`src/rtl/uart_pkg.sv`:
```
// Shared types and helpers for the buffered UART transmitter.
// Parity modes, serializer states and frame width live here.
package uart_pkg;

  localparam int UART_DATA_BITS = 8;

  typedef enum logic [1:0] {PAR_NONE, PAR_EVEN, PAR_ODD} parity_e;

  typedef enum logic [2:0] {ST_IDLE, ST_START, ST_DATA, ST_PARITY, ST_STOP} tx_state_e;

  // Even parity is the XOR of the data bits; odd parity is its inverse.
  function automatic logic calcParity(input logic [UART_DATA_BITS-1:0] d, input parity_e p);
    return (p == PAR_ODD) ? ~(^d) : ^d;
  endfunction

endpackage

```
`src/rtl/uart_fifo.sv`:
```
// Synchronous FIFO with wrap-bit pointers and registered full/empty/level flags.
module uart_fifo #(
  parameter int WIDTH = 8,
  parameter int DEPTH = 16
) (
  input  logic                     clk,
  input  logic                     reset_n,
  input  logic                     i_push,
  input  logic [WIDTH-1:0]         i_wrData,
  input  logic                     i_pop,
  output logic [WIDTH-1:0]         o_rdData,
  output logic                     o_full,
  output logic                     o_empty,
  output logic [$clog2(DEPTH):0]   o_level
);

  localparam int AW = $clog2(DEPTH);
  localparam logic [AW:0] PTR_ONE = {{AW{1'b0}}, 1'b1};

  logic [WIDTH-1:0] r_mem [DEPTH];
  logic [AW:0]      r_wrPtr;
  logic [AW:0]      r_rdPtr;
  logic [AW:0]      r_level;
  logic             r_full;
  logic             r_empty;
  logic [AW:0]      w_wrPtrNext;
  logic [AW:0]      w_rdPtrNext;
  logic             w_doPush;
  logic             w_doPop;

  assign w_doPush    = i_push && !r_full;
  assign w_doPop     = i_pop && !r_empty;
  assign w_wrPtrNext = w_doPush ? r_wrPtr + PTR_ONE : r_wrPtr;
  assign w_rdPtrNext = w_doPop  ? r_rdPtr + PTR_ONE : r_rdPtr;

  // Flags come from the next pointers so they are valid right after each edge.
  always_ff @(posedge clk or negedge reset_n) begin
    if (!reset_n) begin
      r_wrPtr <= '0;
      r_rdPtr <= '0;
      r_level <= '0;
      r_full  <= 1'b0;
      r_empty <= 1'b1;
    end else begin
      r_wrPtr <= w_wrPtrNext;
      r_rdPtr <= w_rdPtrNext;
      r_level <= w_wrPtrNext - w_rdPtrNext;
      r_full  <= (w_wrPtrNext[AW] != w_rdPtrNext[AW]) &&
                 (w_wrPtrNext[AW-1:0] == w_rdPtrNext[AW-1:0]);
      r_empty <= (w_wrPtrNext == w_rdPtrNext);
    end
  end

  always_ff @(posedge clk) begin
    if (w_doPush) r_mem[r_wrPtr[AW-1:0]] <= i_wrData;
  end

  assign o_rdData = r_mem[r_rdPtr[AW-1:0]];
  assign o_full   = r_full;
  assign o_empty  = r_empty;
  assign o_level  = r_level;

endmodule

```
`src/rtl/uart_buffered_tx.sv`:
```
// Buffered UART transmitter: FIFO front end feeding a serializer FSM.
// tx is registered one cycle behind the FSM state, so frames start two edges after acceptance.
module uart_buffered_tx import uart_pkg::*; #(
  parameter int      PRESCALER = 48,
  parameter int      DEPTH     = 16,
  parameter parity_e PARITY    = PAR_NONE,
  parameter int      STOP_BITS = 1
) (
  input  logic                          clk,
  input  logic                          reset_n,
  input  logic [UART_DATA_BITS-1:0]     data,
  input  logic                          valid,
  output logic                          ready,
  output logic                          tx,
  output logic                          busy,
  output logic [$clog2(DEPTH):0]        level
);

  localparam int BAUD_W = $clog2(PRESCALER);
  localparam logic [BAUD_W-1:0] BAUD_LAST = BAUD_W'(PRESCALER - 1);
  localparam logic [BAUD_W-1:0] BAUD_ONE  = {{(BAUD_W-1){1'b0}}, 1'b1};

  tx_state_e                 r_state;
  logic [BAUD_W-1:0]         r_baudCnt;
  logic [2:0]                r_bitIdx;
  logic                      r_stopIdx;
  logic [UART_DATA_BITS-1:0] r_shift;
  logic                      r_parity;
  logic                      r_tx;
  logic                      r_busy;
  logic                      w_full;
  logic                      w_empty;
  logic                      w_push;
  logic                      w_pop;
  logic                      w_baudLast;
  logic                      w_lastStop;
  logic [UART_DATA_BITS-1:0] w_rdData;

  assign w_push     = valid && ready;
  assign w_baudLast = (r_baudCnt == BAUD_LAST);
  assign w_lastStop = (STOP_BITS == 1) || r_stopIdx;
  assign w_pop      = !w_empty && ((r_state == ST_IDLE) ||
                                   (r_state == ST_STOP && w_baudLast && w_lastStop));

  uart_fifo #(.WIDTH(UART_DATA_BITS), .DEPTH(DEPTH)) u_fifo (
    .clk      (clk),
    .reset_n  (reset_n),
    .i_push   (w_push),
    .i_wrData (data),
    .i_pop    (w_pop),
    .o_rdData (w_rdData),
    .o_full   (w_full),
    .o_empty  (w_empty),
    .o_level  (level)
  );

  // Each state drives tx for its own duration; a pop loads shift reg and parity together.
  always_ff @(posedge clk or negedge reset_n) begin
    if (!reset_n) begin
      r_state   <= ST_IDLE;
      r_baudCnt <= '0;
      r_bitIdx  <= '0;
      r_stopIdx <= 1'b0;
      r_shift   <= '0;
      r_parity  <= 1'b0;
      r_tx      <= 1'b1;
      r_busy    <= 1'b0;
    end else begin
      r_busy <= w_push || !w_empty || (r_state != ST_IDLE);
      case (r_state)
        ST_IDLE: begin
          r_tx <= 1'b1;
          if (w_pop) begin
            r_shift   <= w_rdData;
            r_parity  <= calcParity(w_rdData, PARITY);
            r_baudCnt <= '0;
            r_bitIdx  <= '0;
            r_state   <= ST_START;
          end
        end
        ST_START: begin
          r_tx <= 1'b0;
          if (w_baudLast) begin
            r_baudCnt <= '0;
            r_state   <= ST_DATA;
          end else begin
            r_baudCnt <= r_baudCnt + BAUD_ONE;
          end
        end
        ST_DATA: begin
          r_tx <= r_shift[0];
          if (w_baudLast) begin
            r_baudCnt <= '0;
            r_shift   <= r_shift >> 1;
            if (r_bitIdx == 3'd7) begin
              r_stopIdx <= 1'b0;
              r_state   <= (PARITY != PAR_NONE) ? ST_PARITY : ST_STOP;
            end else begin
              r_bitIdx <= r_bitIdx + 3'd1;
            end
          end else begin
            r_baudCnt <= r_baudCnt + BAUD_ONE;
          end
        end
        ST_PARITY: begin
          r_tx <= r_parity;
          if (w_baudLast) begin
            r_baudCnt <= '0;
            r_stopIdx <= 1'b0;
            r_state   <= ST_STOP;
          end else begin
            r_baudCnt <= r_baudCnt + BAUD_ONE;
          end
        end
        ST_STOP: begin
          r_tx <= 1'b1;
          if (w_baudLast) begin
            r_baudCnt <= '0;
            if (w_lastStop) begin
              r_stopIdx <= 1'b0;
              if (w_pop) begin
                r_shift  <= w_rdData;
                r_parity <= calcParity(w_rdData, PARITY);
                r_bitIdx <= '0;
                r_state  <= ST_START;
              end else begin
                r_state <= ST_IDLE;
              end
            end else begin
              r_stopIdx <= 1'b1;
            end
          end else begin
            r_baudCnt <= r_baudCnt + BAUD_ONE;
          end
        end
        default: r_state <= ST_IDLE;
      endcase
    end
  end

  assign ready = !w_full;
  assign tx    = r_tx;
  assign busy  = r_busy;

endmodule

```
`config.mk`:
```
export PLATFORM = sky130hd
export DESIGN_NAME = uart_buffered_tx
export DESIGN_NICKNAME = d
export VERILOG_FILES = /design/src/rtl/uart_pkg.sv /design/src/rtl/uart_fifo.sv /design/src/rtl/uart_buffered_tx.sv
export SDC_FILE = /design/constraint.sdc
export NUM_CORES = 1
export LEC_CHECK = 0
export CORE_ASPECT_RATIO = 0.8
export CORE_MARGIN = 10
export CORE_UTILIZATION = 56
export CTS_BUF_LIST = sky130_fd_sc_hd__clkbuf_16
export CTS_CLUSTER_DIAMETER = 100
export DETAILED_ROUTE_END_ITERATION = 10
export PLACE_DENSITY = 0.72
export SYNTH_ARGS = -nofsm -noshare
export SYNTH_HDL_FRONTEND = slang
export SYNTH_SLANG_ARGS = --single-unit
```
`constraint.sdc`:
```
create_clock -name clk -period 2.6 [get_ports clk]
set_input_delay 0.39 -clock clk [delete_from_list [all_inputs] [get_ports clk]]
set_output_delay 0.39 -clock clk [all_outputs]
set_load 0.02 [all_outputs]
```
* Word level (Yosys, flattened, before mapping)
Memory sizes are Yosys's and may differ from the RTL's. Index checks and enable logic that the tools add are counted.
Operators by class: reductions and logical operators 25, eq/ne operators 16, $add $sub $neg 5, multiplexer cells 28
Operators by type and width (count):
- 3-bit two-way mux | 10
- 8-bit two-way mux | 3
- 8-bit one-hot mux with 3 select lines | 1
- 3-bit one-hot mux with 5 select lines | 1
- 6-bit two-way mux | 2
- 2-bit inequality test (second input constant) | 6
- 6-bit one-hot mux with 2 select lines | 1
- 5-bit by 1-bit adder with 5-bit output (second input constant) | 2
- 5-bit two-way mux | 2
- 3-bit one-hot mux with 3 select lines | 1
- 8-bit parity | 1
- 6-bit by 1-bit adder with 6-bit output (second input constant) | 1
- 3-bit by 2-bit equality test with 1-bit output (second input constant) | 2
- 3-bit equality test (second input constant) | 2
- 6-bit equality test (second input constant) | 1
- 1-bit logical AND | 6
- 6-bit AND reduction | 1
- 3-bit nonzero test | 2
- 5-bit equality test | 1
- 1-bit two-way mux | 5
- 5-bit subtractor | 1
- 4-bit equality test | 1
- 1-bit one-hot mux with 4 select lines | 1
- 2-bit AND reduction | 2
- 14 further kinds | 18
Storage, ports and cells: memory bits (writable) 128, memories kept 1, input bits 11, flip-flop bits (word level) 40, logic and storage cells 87, output and inout port bits 8
Memories:
- u_fifo.r_mem | words 16, width 8, rd ports 1, clocked after memory_dff 0, write ports 1, line uart_fifo.sv:20 | logic [WIDTH-1:0] r_mem [DEPTH];

* Logic depth before layout (Yosys ltp)
word-level depth 8, gate-level depth with buffers 12, mapped depth without buffers 12

* Cells and area by module
A second synthesis with hierarchy kept.
Second synthesis, totals: cells, all modules 428, area total of the unflattened synthesis 7283.2 um^2
By module, submodules not included:
- uart_fifo | instances 1, cells an instance 286, sequential area each 4270.3 um^2, area each 5905.7 um^2
- uart_buffered_tx | instances 1, cells an instance 142, sequential area each 576.8 um^2, area each 1377.6 um^2

* Worst setup path after synthesis
OpenSTA, ideal clock, no wires.
path type flip-flop to flip-flop, from reg r_baudCnt[1], to reg u_fifo.r_level[4] (netlist: u_fifo.o_level[4]), arrival 2.431 ns, period minus slack after synthesis 2.510 ns, path buffers 0, setup time 0.079 ns, cell stages (with the launch flop) 13, slack 0.090 ns, required time 2.521 ns, path through dfrtp_1 -> ha_1 -> nand3_4 -> o21a_1 -> o31ai_2 -> nand2_1 -> xnor2_2 -> inv_1 -> ha_1 -> a21oi_1 -> o21bai_1 -> a21oi_1 -> xor2_1
Between the ends: longest elaborated chain between the ends 7
RTL lines:
- start: declaration | line uart_buffered_tx.sv:24 | logic [BAUD_W-1:0] r_baudCnt;
- start signal: assignment | line uart_buffered_tx.sv:87 | r_baudCnt <= r_baudCnt + BAUD_ONE;
- start signal: assignment | line uart_buffered_tx.sv:102 | r_baudCnt <= r_baudCnt + BAUD_ONE;
- start signal: assignment | line uart_buffered_tx.sv:112 | r_baudCnt <= r_baudCnt + BAUD_ONE;
- 6-bit equality test | line uart_buffered_tx.sv:40 | assign w_baudLast = (r_baudCnt == BAUD_LAST);
- 1-bit logical AND | line uart_buffered_tx.sv:43 | (r_state == ST_STOP && w_baudLast && w_lastStop));
- 1-bit logical OR | line uart_buffered_tx.sv:42 | assign w_pop = !w_empty && ((r_state == ST_IDLE) ||
- 1-bit logical AND | line uart_buffered_tx.sv:42
- 1-bit logical AND | line uart_fifo.sv:32 | assign w_doPop = i_pop && !r_empty;
- 5-bit two-way mux | line uart_fifo.sv:34 | assign w_rdPtrNext = w_doPop ? r_rdPtr + PTR_ONE : r_rdPtr;
- named net u_fifo.w_rdPtrNext[1] | line uart_fifo.sv:27 | logic [AW:0] w_rdPtrNext;
- 5-bit subtractor | line uart_fifo.sv:47 | r_level <= w_wrPtrNext - w_rdPtrNext;
- end signal: assignment | line uart_fifo.sv:47
- end: declaration | line uart_fifo.sv:23 | logic [AW:0] r_level;
The timed path passes the listed nets, and every way through them passes these cells. A chain may end at the register's enable or synchronous reset.

* Final worst setup path
from reg u_fifo.r_rdPtr[0], to reg r_parity
Between the ends: longest elaborated chain between the ends 5
RTL lines:
- start: declaration | line uart_fifo.sv:22 | logic [AW:0] r_rdPtr;
- start signal: assignment | line uart_fifo.sv:46 | r_rdPtr <= w_rdPtrNext;
- memory read 16 x 8 bit *
- 8-bit parity * | line uart_pkg.sv:13 | return (p == PAR_ODD) ? ~(^d) : ^d;
- 1-bit two-way mux * | line uart_buffered_tx.sv:73, uart_buffered_tx.sv:121
- 1-bit two-way mux | line uart_buffered_tx.sv:117 | if (w_baudLast) begin
- 1-bit one-hot mux with 2 select lines * | line uart_buffered_tx.sv:70 | case (r_state)
- end signal: assignment | line uart_buffered_tx.sv:75 | r_parity <= calcParity(w_rdData, PARITY);
- end signal: assignment | line uart_buffered_tx.sv:123 | r_parity <= calcParity(w_rdData, PARITY);
- end: declaration | line uart_buffered_tx.sv:28 | logic r_parity;
Mark *: on every way between the ends. The rest lies on a longest branch, timed or not. The select of a mux whose other input is x is not followed.

==> key figures <==
Global routing
  – Gr usage total: 0.189
  – Number of global-route vias before repair: 4852
  – First-pass GRT wire length: 28100 µm
  – Pin count of the biggest net entering global routing: 22
  – Initial antenna violation count: 0
  – GRT overflow: 0

Min path
  – Hold/Removal Path Class: primary input to asynchronous set/reset pin

Drt
  – Wl on met1: 8040 µm
  – # DRC: 0
  – Routed met3 length: 1660 µm
  – Top Metal Used: met4
  – Avg Vias per Cell: 6.24
  – First-pass iteration count of the detailed router: 5
  – Drt wl/cell: 23.6 µm
  – Routed Antenna Nets: 0
  – WL final: 18400 µm
  – DRT iter0 DRCs: 640
  – Routed via count: 4885
  – Met2 WL: 8430 µm

Die
  – Full die area: 19600 µm²
  – I/O Pins: 19
  – Die X: 154 µm
  – Starting Density: 0.568
  – Cell Rows: 39
  – Die Height: 127 µm
  – Core area: 14200 µm²

Pwr
  – Peak supply drop: 0.693 mV
  – Power Density: 766 nW/µm²
  – Leakage power: 0.00342 µW

Timing
  – Slew of the pin with the lowest slew margin: 0.676 ns
  – Setup Skew: 0.0101 ns
  – Min cycle time layout: 2.44 ns
  – Setup TNS: 0 ns
  – Peak Freq: 410 MHz
  – Worst slew margin: 0.548
  – Period utilization: 0.939
  – Slew Limit Fails: 0
  – RSZ-0062 raised after global routing: false
  – Final hold violations: 0
  – Finish-stage setup viols: 0

Synth
  – Synth unique cells: 57
  – Syn Inst Count: 526
  – Synth Area in XOR/XNOR: 0.0971
  – Flops & latches, synth: 168
  – Syn_area_per_cell: 15.3 µm²
  – Syn nets: 549
  – Simple-Gate Fraction of Synth Area: 0.0691
  – Post-synth EDFFs: 128
  – Share of the yosys chip area belonging to registers: 0.603
  – Adder-Cell Fraction of Synth Area: 0.0187
  – Ys flop type: edfxtp_1
  – Post-synthesis mux area share: 0.127
  – YS warnings: 0
  – Combinational family with the most area after synthesis: multiplexers
  – Compound-Gate Fraction of Synth Area: 0.0619
  – Synth Cell Area: 8040 µm²
  – FFs w/ async S/R, synth: 0.238

Job
  – Max Cap Viol: 0

Placement
  – Placed Cells: 749
  – Post-placement cell area: 8660 µm²
  – IO buf count: 18
  – Routability cong.: 0.899
  – Final HPWL from detailed placement: 13100 µm

Finish
  – Ant diodes: 0
  – Fin cells: 783
  – Nets: 609
  – Layout area overhead: 15.7%
  – Design area: 9310 µm²
  – Layout cells sized above 1: 0.235

CTS
  – H-tree Lvls: 4
  – CTS sink cnt: 168
  – Root Driver: clkbuf_16
  – CTS tree: yes
  – Skew-Pair Late Insertion Delay: 0.44 ns
  – Max Buffers Root-to-Sink: 2
  – Cts bufs inserted: 17
  – Clock Pin Slew Worst Setup and Hold Paths: 0.06 ns

Setup path
  – Crit path launch type: flop
  – WP data required: 2.93 ns
  – Critical Path End Type: flop
  – Crit path arrival time: 2.77 ns
  – Crit path max fanout: 10
  – CP Class: flop to flop

Run status
  – Status: finished clean
layer usage:
| metal | track usage | up-vias |
|---|---|---|
| li1 | - | 2144 |
| met1 | 0.259 | 2490 |
| met2 | 0.285 | 222 |
| met3 | 0.0604 | 29 |
| met4 | 0.0549 | 0 |
| met5 | 0 | - |
timing repair:
action / 4_1_cts / 5_1_grt
setup buffers: 0 / 1
hold buffers: 1 / 0
resized for setup: 2 / 8
endpoints found under the hold margin: 19 / 0
setup endpoints to repair: 1 / 3
pin swaps: 1 / 2
through the flow:
step | total power, µW | hold slack [ns] | worst slack [ns] | util
after global placement | 4650 | 0.373 | 0.0880 | 0.612
after detailed placement | 4700 | 0.387 | 0.00145 | 0.612
after floorplan | 4180 | 0.0944 | 0.0897 | -
after global routing | 7420 | 0.506 | 0.00196 | 0.658
final | 7130 | 0.459 | 0.160 | 0.658
after CTS | 7160 | 0.468 | 0.0293 | 0.655
final cells by class:
type,instances,area [µm²]
multi-input combinational,323,3050
sequential,168,4850
timing repair buffer,62,533
inverter,14,52.6
clock inverter,12,87.6
tap,184,230
fill,1003,4850
clock buffer,20,500
registers in the layout, summed over array words and instances (netlist names), 3 cells and up:
name            cells
u_fifo.o_level      5
r_state             3
r_shift             8
u_fifo.r_wrPtr      5
u_fifo.r_mem      128
u_fifo.r_rdPtr      5
r_bitIdx            3
r_baudCnt           6
worst paths after layout:
kind,startpoint,end,slack [ns],cells past startpoint
max,u_fifo.r_rdPtr[0]$_DFF_PN0_,r_parity$_DFFE_PN0P_,0.16,9
min,reset_n,r_bitIdx[0]$_DFFE_PN0P_,0.46,2
max reg2reg,u_fifo.r_rdPtr[0]$_DFF_PN0_,r_parity$_DFFE_PN0P_,0.16,9
min reg2reg,u_fifo.r_wrPtr[4]$_DFF_PN0_,u_fifo.r_wrPtr[4]$_DFF_PN0_,0.50,1
min in group clk,u_fifo.r_wrPtr[4]$_DFF_PN0_,u_fifo.r_wrPtr[4]$_DFF_PN0_,0.50,1
max in group asynchronous,reset_n,u_fifo.o_empty$_DFF_PN1_,1.43,3
report_power, final:
group	switching (µW)	internal, µW	leakage [µW]	total (µW)
Sequential	179	3210	0.00165	3390
Combinational	709	566	0.00148	1280
Clock	1060	1400	0.000295	2460
cells in the mapped netlist, drive strengths merged (8+ instances only):
cell,n,area [µm²]
ha,12,150
xor2,70,621
and2,17,106
inv,14,52.6
nor4,9,56.3
mux2i,9,90.1
mux4,41,923
buf,16,114
a21oi,15,75.1
edfxtp,128,3840
nand3,8,57.6
xnor2,14,138
o22ai,34,213
dfrtp,38,951
nand2,16,60.1
nor2,25,96.4
cell families (layout without fill, tap and decap cells):
group / after synthesis / in the layout
AND/OR/NAND/NOR: 99 / 99
buffers and inverters: 35 / 108
AO/OA/AOI/OAI: 76 / 76
flip-flops: 168 / 168
XOR/XNOR: 85 / 85
adder cells (fa/ha/maj): 12 / 12
multiplexers: 51 / 51
critical path: stages, from the launching register on:
cell and delay (ns):
dfrtp_2 0.53, buf_4 0.22, or3b_1 0.49, o22ai_1 0.17
nor4_1 0.08, buf_4 0.14, xor2_1 0.15, xnor2_1 0.31
nand3_1 0.12, o311ai_1 0.12
cells in the final DEF, fill, tap and decap left out, drive strengths merged, types with 4 or more instances in the layout:
master / n
clkbuf: 20
nand3: 8
mux4: 41
o21ai: 6
a31oi: 6
and2: 17
buf: 44
and3: 4
nor2: 25
a21oi: 15
xor2: 70
clkdlybuf4s50: 17
nand2: 16
dfrtp: 38
xnor2: 14
clkinv: 5
mux2i: 9
ha: 12
nor4: 9
inv: 20
o22ai: 34
nor2b: 4
edfxtp: 128
Power figures use the tool's default switching activity.
